[src/rtl/vram_arbiter.sv]
// vram_arbiter: shares one single-port synchronous framebuffer RAM between
// the VGA scanout reader and the GPU. Scanout wins during the active area,
// the GPU wins during blanking, and a sole requester always wins.
// Every access is issued one cycle after its grant edge. Read data returns
// two edges after the grant and is steered back by a two-stage owner tag.
//
// Optional feature: define VRAM_ARBITER_STALL_COUNT_EN to build a saturating
// GPU wait-cycle counter on gpu_stall_count. Without the macro, the port is
// tied to zero.
module vram_arbiter #(
  parameter int addr_width = 16,
  parameter int data_width = 8
) (
  input  logic                  clk,
  input  logic                  reset,
  input  logic                  blanking,
  input  logic                  scan_req,
  input  logic [addr_width-1:0] scan_addr,
  output logic                  scan_grant,
  output logic [data_width-1:0] scan_data,
  output logic                  scan_valid,
  input  logic                  gpu_req,
  input  logic                  gpu_we,
  input  logic [addr_width-1:0] gpu_addr,
  input  logic [data_width-1:0] gpu_wdata,
  output logic                  gpu_grant,
  output logic [data_width-1:0] gpu_rdata,
  output logic                  gpu_rvalid,
  output logic                  mem_en,
  output logic                  mem_we,
  output logic [addr_width-1:0] mem_addr,
  output logic [data_width-1:0] mem_wdata,
  input  logic [data_width-1:0] mem_rdata,
  output logic [15:0]           gpu_stall_count
);

  // Owner of an access, which decides where its read data goes.
  // GPU writes return nothing, so they travel as TAG_NONE.
  typedef enum logic [1:0] {
    TAG_NONE = 2'd0,
    TAG_SCAN = 2'd1,
    TAG_GPU  = 2'd2
  } tag_t;

  logic grant_scan;
  logic grant_gpu;
  tag_t tag_p0;
  tag_t tag_p1;

  // Arbitration decision for the current edge: blanking selects the winner
  // only when both sides request.
  always_comb begin
    grant_scan = 1'b0;
    grant_gpu  = 1'b0;
    if (scan_req && gpu_req) begin
      grant_gpu  = blanking;
      grant_scan = ~blanking;
    end else begin
      grant_scan = scan_req;
      grant_gpu  = gpu_req;
    end
  end

  // ---- stage p0: grant strobes, RAM command and owner tag ----
  // Register the grant strobes, RAM command and owner tag for the winner.
  always_ff @(posedge clk) begin
    if (reset) begin
      scan_grant <= 1'b0;
      gpu_grant  <= 1'b0;
      mem_en     <= 1'b0;
      mem_we     <= 1'b0;
      mem_addr   <= '0;
      mem_wdata  <= '0;
      tag_p0     <= TAG_NONE;
    end else begin
      scan_grant <= grant_scan;
      gpu_grant  <= grant_gpu;
      mem_en     <= grant_scan | grant_gpu;
      mem_we     <= grant_gpu & gpu_we;
      tag_p0     <= TAG_NONE;
      if (grant_scan) begin
        mem_addr  <= scan_addr;
        mem_wdata <= '0;
        tag_p0    <= TAG_SCAN;
      end else if (grant_gpu) begin
        mem_addr  <= gpu_addr;
        mem_wdata <= gpu_we ? gpu_wdata : '0;
        tag_p0    <= gpu_we ? TAG_NONE : TAG_GPU;
      end
    end
  end

  // ---- stage p1: RAM is reading, tag waits one cycle for the data ----
  // Delay the owner tag to line up with the RAM read latency.
  always_ff @(posedge clk) begin
    if (reset) begin
      tag_p1 <= TAG_NONE;
    end else begin
      tag_p1 <= tag_p0;
    end
  end

  // ---- stage p2: read data returned to its owner ----
  // Capture RAM data for the tagged owner; each data register holds between pulses.
  always_ff @(posedge clk) begin
    if (reset) begin
      scan_valid <= 1'b0;
      gpu_rvalid <= 1'b0;
      scan_data  <= '0;
      gpu_rdata  <= '0;
    end else begin
      scan_valid <= (tag_p1 == TAG_SCAN);
      gpu_rvalid <= (tag_p1 == TAG_GPU);
      if (tag_p1 == TAG_SCAN) begin
        scan_data <= mem_rdata;
      end
      if (tag_p1 == TAG_GPU) begin
        gpu_rdata <= mem_rdata;
      end
    end
  end

`ifdef VRAM_ARBITER_STALL_COUNT_EN
  // Increment by one, but stick at all-ones instead of wrapping.
  function automatic logic [15:0] sat_inc(input logic [15:0] v);
    return (v == 16'hFFFF) ? v : v + 16'd1;
  endfunction

  logic [15:0] stall_cnt;

  // Count edges where the GPU is asking but someone else holds the RAM.
  always_ff @(posedge clk) begin
    if (reset) begin
      stall_cnt <= 16'd0;
    end else if (gpu_req && !grant_gpu) begin
      stall_cnt <= sat_inc(stall_cnt);
    end
  end

  assign gpu_stall_count = stall_cnt;
`else
  assign gpu_stall_count = 16'd0;
`endif

endmodule
[config.mk]
export PLATFORM = sky130hd
export DESIGN_NAME = vram_arbiter
export DESIGN_NICKNAME = d
export VERILOG_FILES = /design/src/rtl/vram_arbiter.sv
export SDC_FILE = /design/constraint.sdc
export NUM_CORES = 1
export LEC_CHECK = 0
export BUFFER_PORTS_ARGS = -buffer_cell sky130_fd_sc_hd__buf_2
export CAP_MARGIN = 20
export CORE_UTILIZATION = 39
export CTS_CLUSTER_SIZE = 16
export DETAILED_ROUTE_END_ITERATION = 12
export GPL_ROUTABILITY_DRIVEN = 0
export PLACE_DENSITY = 0.71
export SLEW_MARGIN = 20
export SYNTH_ARGS = -nofsm -noshare
export SYNTH_HDL_FRONTEND = slang
export SYNTH_SLANG_ARGS = --single-unit
[constraint.sdc]
create_clock -name clk -period 1.5 [get_ports clk]
set_clock_uncertainty 0.2 [all_clocks]
set_input_delay 0.3 -clock clk [delete_from_list [all_inputs] [get_ports clk]]
set_output_delay 0.3 -clock clk [all_outputs]
set_load 0.03 [all_outputs]
* After elaboration in Yosys (flattened, before gate mapping) *
Index checks and enable logic that the tools add are counted.
Widths: inputs -> output; s select.

cells by class
  eq/ne operators = 2
  multiplexer cells = 8
  bitwise logic cells = 4
  reductions and logical operators = 4

operators by type and width
  kind                number
  $mux 16             2
  $mux 8              1
  $mux 1              4
  $reduce_or 3->1     1
  $eq 2x1->1 const B  1
  $eq 2x2->1 const B  1
  $mux 2              1
  $not 1->1           2
  $reduce_bool 2->1   1
  $reduce_or 2->1     1
  $and 1x1->1         1
  $logic_and 1x1->1   1
  $or 1x1->1          1

storage, ports and cells
  register bits = 50
  logic and storage cells = 31

* Logic depth before layout (Yosys ltp) *
  depth after elaboration = 4
  gate-level depth with buffers = 6
  mapped depth without buffers = 3

* Least setup slack after synthesis *
Ideal clock, no wire load.

  path kind = input -> register
  start point = input port scan_req
  end point = register mem_addr[10]
  arrival = 1.101 ns
  required time = 1.181 ns
  setup slack = 0.080 ns
  cell stages on the path = 5
  path buffers = 3
  cell sequence = buf_4 a21bo_1 buf_6 buf_6 o221a_1

between the ends
  longest elaborated chain between the ends = 3

ends and longest elaborated chain
  what                                                 RTL line  source
  start: declaration                                   17        input logic scan_req,
  $logic_and 1x1->1                                    55        if (scan_req && gpu_req) begin
  $mux 1                                               55
  $mux 16 / $reduce_bool 2->1 (equally long branches)  -
  end signal: assignment                               82        mem_addr <= scan_addr;
  end signal: assignment                               86        mem_addr <= gpu_addr;
  end: declaration                                     31        output logic [addr_width-1:0] mem_addr,

Several ways; a longest one is shown, not always the timed one.
A chain may end at the register's enable or synchronous reset.

* Worst setup path after layout *
  start point = register mem_addr[12]
  end point = output port mem_addr[12]

No word-level cell between the ends.

==> metrics.cfg <==
[run_status]
status = finished, final reports clean

[sta]
setup_tns_ns = 0
hold_viol = 0
timing.hold.ws_ns = 0.04016
post-route-worst-setup-slack_ns = 0.1208
timing.fmax_mhz = 725.1
setup_viol = 0
grt_setup_unrepaired = no
final_max_slew_viol_count = 0
fin_crit_ns = 1.379
period_share = 0.9195

[yosys]
netlist.area_leader.share = 0.4524
yosys.cell_types.count = 22
ys_top_cells_by_area = dfxtp_1 (45%), a21oi_1 (9.2%), buf_4 (5.9%)
syn_inst = 262
syn_area_sq_um = 2168
avgSynthCellArea_sq_um = 8.276
yosys_warnings = 0
synth-seq-cells = 49
synth_largest_area_cell = dfxtp_1
synth-seq-area-share = 0.4524

[routing]
drcViolationCount = 0
routed_via_density = 4.854
routedWlPerCell_um = 12.19
drt_iter0_drc = 37
postRouteAntennaNets = 0
totalWireLength_um = 5182
first_pass_iters = 4
vias = 2063

[critical_path]
path_class = flop to output pin
critical-path-slowest-cell = dfxtp_1
crit_path_end = mem_addr[12]
worstSetupStartpointType = flop
critPathRequiredTime_ns = 1.00
critPathTopFamily = flip-flops
worst-path-buf-inv = 1
rr_endpoint = scan_data[3]
max_stage_delay_ns = 0.37
reg2reg_slack_ns = 0.32
cp-startpoint = mem_addr[12]
cp-end-kind = output pin
r2r_start = tag_p1[1]
crit_chain = buf_2
rr_worst_depth = 3
crit_fanout = 2
crit_arrival_ns = 0.88
path_depth = 1

[place]
io_buffers = 99
place_hpwl_um = 3841
dpl_worst_slack_ns = 0.07432

[power_and_ir_drop]
power_frac_comb = 0.181
ir_drop_uv = 481.5
leakage_nw = 1.361
net-switching-power_uw = 835.3
switching_share = 0.2728
p_per_area_nw_per_um2 = 1091
power_frac_seq = 0.454
clkPwrFrac = 0.364
internal-power_mw = 2.227
finalPower_mw = 3.062

[floorplanning]
dieArea_sq_um = 5862
rows = 26
io_pins = 116
core-area_sq_um = 5238
initial_core_util = 0.4140
dieHeight_um = 76.57
die_width_um = 76.57

[layout]
drive_above_1_share = 0.3577
antenna_cells = 0
final_cell_mix = buf_2 (99), dfxtp_1 (49), a21oi_1 (40), nand2_1 (32), nor2_1 (22)
final_net_count = 408
syn_to_final_growth_pct = 29.49
layout_commonest_cell = buf_2

[flow_run]
drv_cap = 0

[cts]
clockBufferDepth = 2
root_buffer = clkbuf_8
cts_hold_buffers = 0
insertion_delay_ns = 0.30
cts_buffers = 5
cts_resized = 0
cts.sinks = 49
clkTransAtPathRegs_ns = 0.09
post_cts_buffers = 0
h-tree-depth = 2
cts_tree = done

[global_routing]
antenna_found_initial = 0
overflow = 0
grt_pass1_wl_um = 8342
grt_pass1_vias = 1864
grt_max_degree = 29
grt_use_total = 0.1759

[hold_path]
min_path_type = input pin to flop

final cells by class:
cell class | count | area, sq um
well taps | 70 | 87.58
repair buffers | 111 | 598.1
clock buffers | 5 | 68.82
clock inverters | 3 | 68.82
multi-input cells | 170 | 939.7
flip-flops and latches | 49 | 980.9
fillers | 492 | 2430
inverters | 17 | 63.81
how the worst min path moves through the flow:
stage | start | end | slack (ns) | depth (start not counted)
2_1_floorplan | tag_p0[1] | tag_p1[1] | 0.21 | 1
3_3_place_gp | tag_p0[1] | tag_p1[1] | 0.22 | 1
3_5_place_dp | tag_p0[1] | tag_p1[1] | 0.22 | 1
4_1_cts | mem_rdata[1] | scan_data[1] | 0.03 | 3
5_1_grt | mem_rdata[1] | scan_data[1] | 0.04 | 3
6_report | mem_rdata[1] | scan_data[1] | 0.04 | 3
power by group through the flow:
| stage | Sequential [mW] | Clock (mW) | Combinational, mW |
|---|---|---|---|
| floorplan | 1.53 | 0 | 0.296 |
| global placement | 1.42 | 0 | 0.548 |
| detailed placement | 1.42 | 0 | 0.555 |
| CTS | 1.39 | 1.14 | 0.555 |
| global route | 1.40 | 1.20 | 0.602 |
| finish | 1.39 | 1.12 | 0.555 |
synthesized netlist by cell type:
cell type and count:
buf_6 2, a21bo_1 1, a31oi_1 16, buf_2 6
dfxtp_1 49, nor2b_1 4, nand2_1 32, nor3_1 1
inv_1 17, buf_4 17, nor2b_4 1, o221a_1 9
nor2_1 22, a21oi_1 40, conb_1 1, nand2b_1 4
nand4b_1 8, clkbuf_1 14, o21ai_0 8, o221a_2 7
buf_1 2, nor3b_1 1
registers in the layout, summed over array words and instances, names as in the netlist:
name        flops
gpu_rvalid      1
scan_data       8
mem_en          1
mem_wdata       8
scan_valid      1
gpu_grant       1
scan_grant      1
tag_p0          1
mem_we          1
mem_addr       16
tag_p1          2
gpu_rdata       8
cell families (layout without fill, tap and decap cells):
logic type	count (synthesis)	after routing	share of synthesized area
AO/OA/AOI/OAI	81	81	0.2447
flip-flops	49	49	0.4524
buffers and inverters	58	136	0.1402
other	1	16	0.001729
AND/OR/NAND/NOR	73	73	0.1610
routing by layer:
layer  track usage  vias up  wire length (um)
li1              -     1048                 -
met1        0.2125      914              2302
met2        0.3009       95              2422
met3       0.05629        6               419
met4       0.04231        0                38
met5             0        -                 0
stage by stage:
step | instance area [sq um] | util | instances
after global placement | 2670 | 0.5098 | 417
after detailed placement | 2670 | 0.5098 | 417
after floorplan | 2225 | - | 277
final | 2808 | 0.5361 | 425
after CTS | 2808 | 0.5361 | 425
after global routing | 2808 | 0.5361 | 425
worst min-delay path, cell delays in order:
cell and delay (ns):
buf_2 0.10, nand2_1 0.05, a21oi_1 0.05
(Power assumes the default switching activity.)
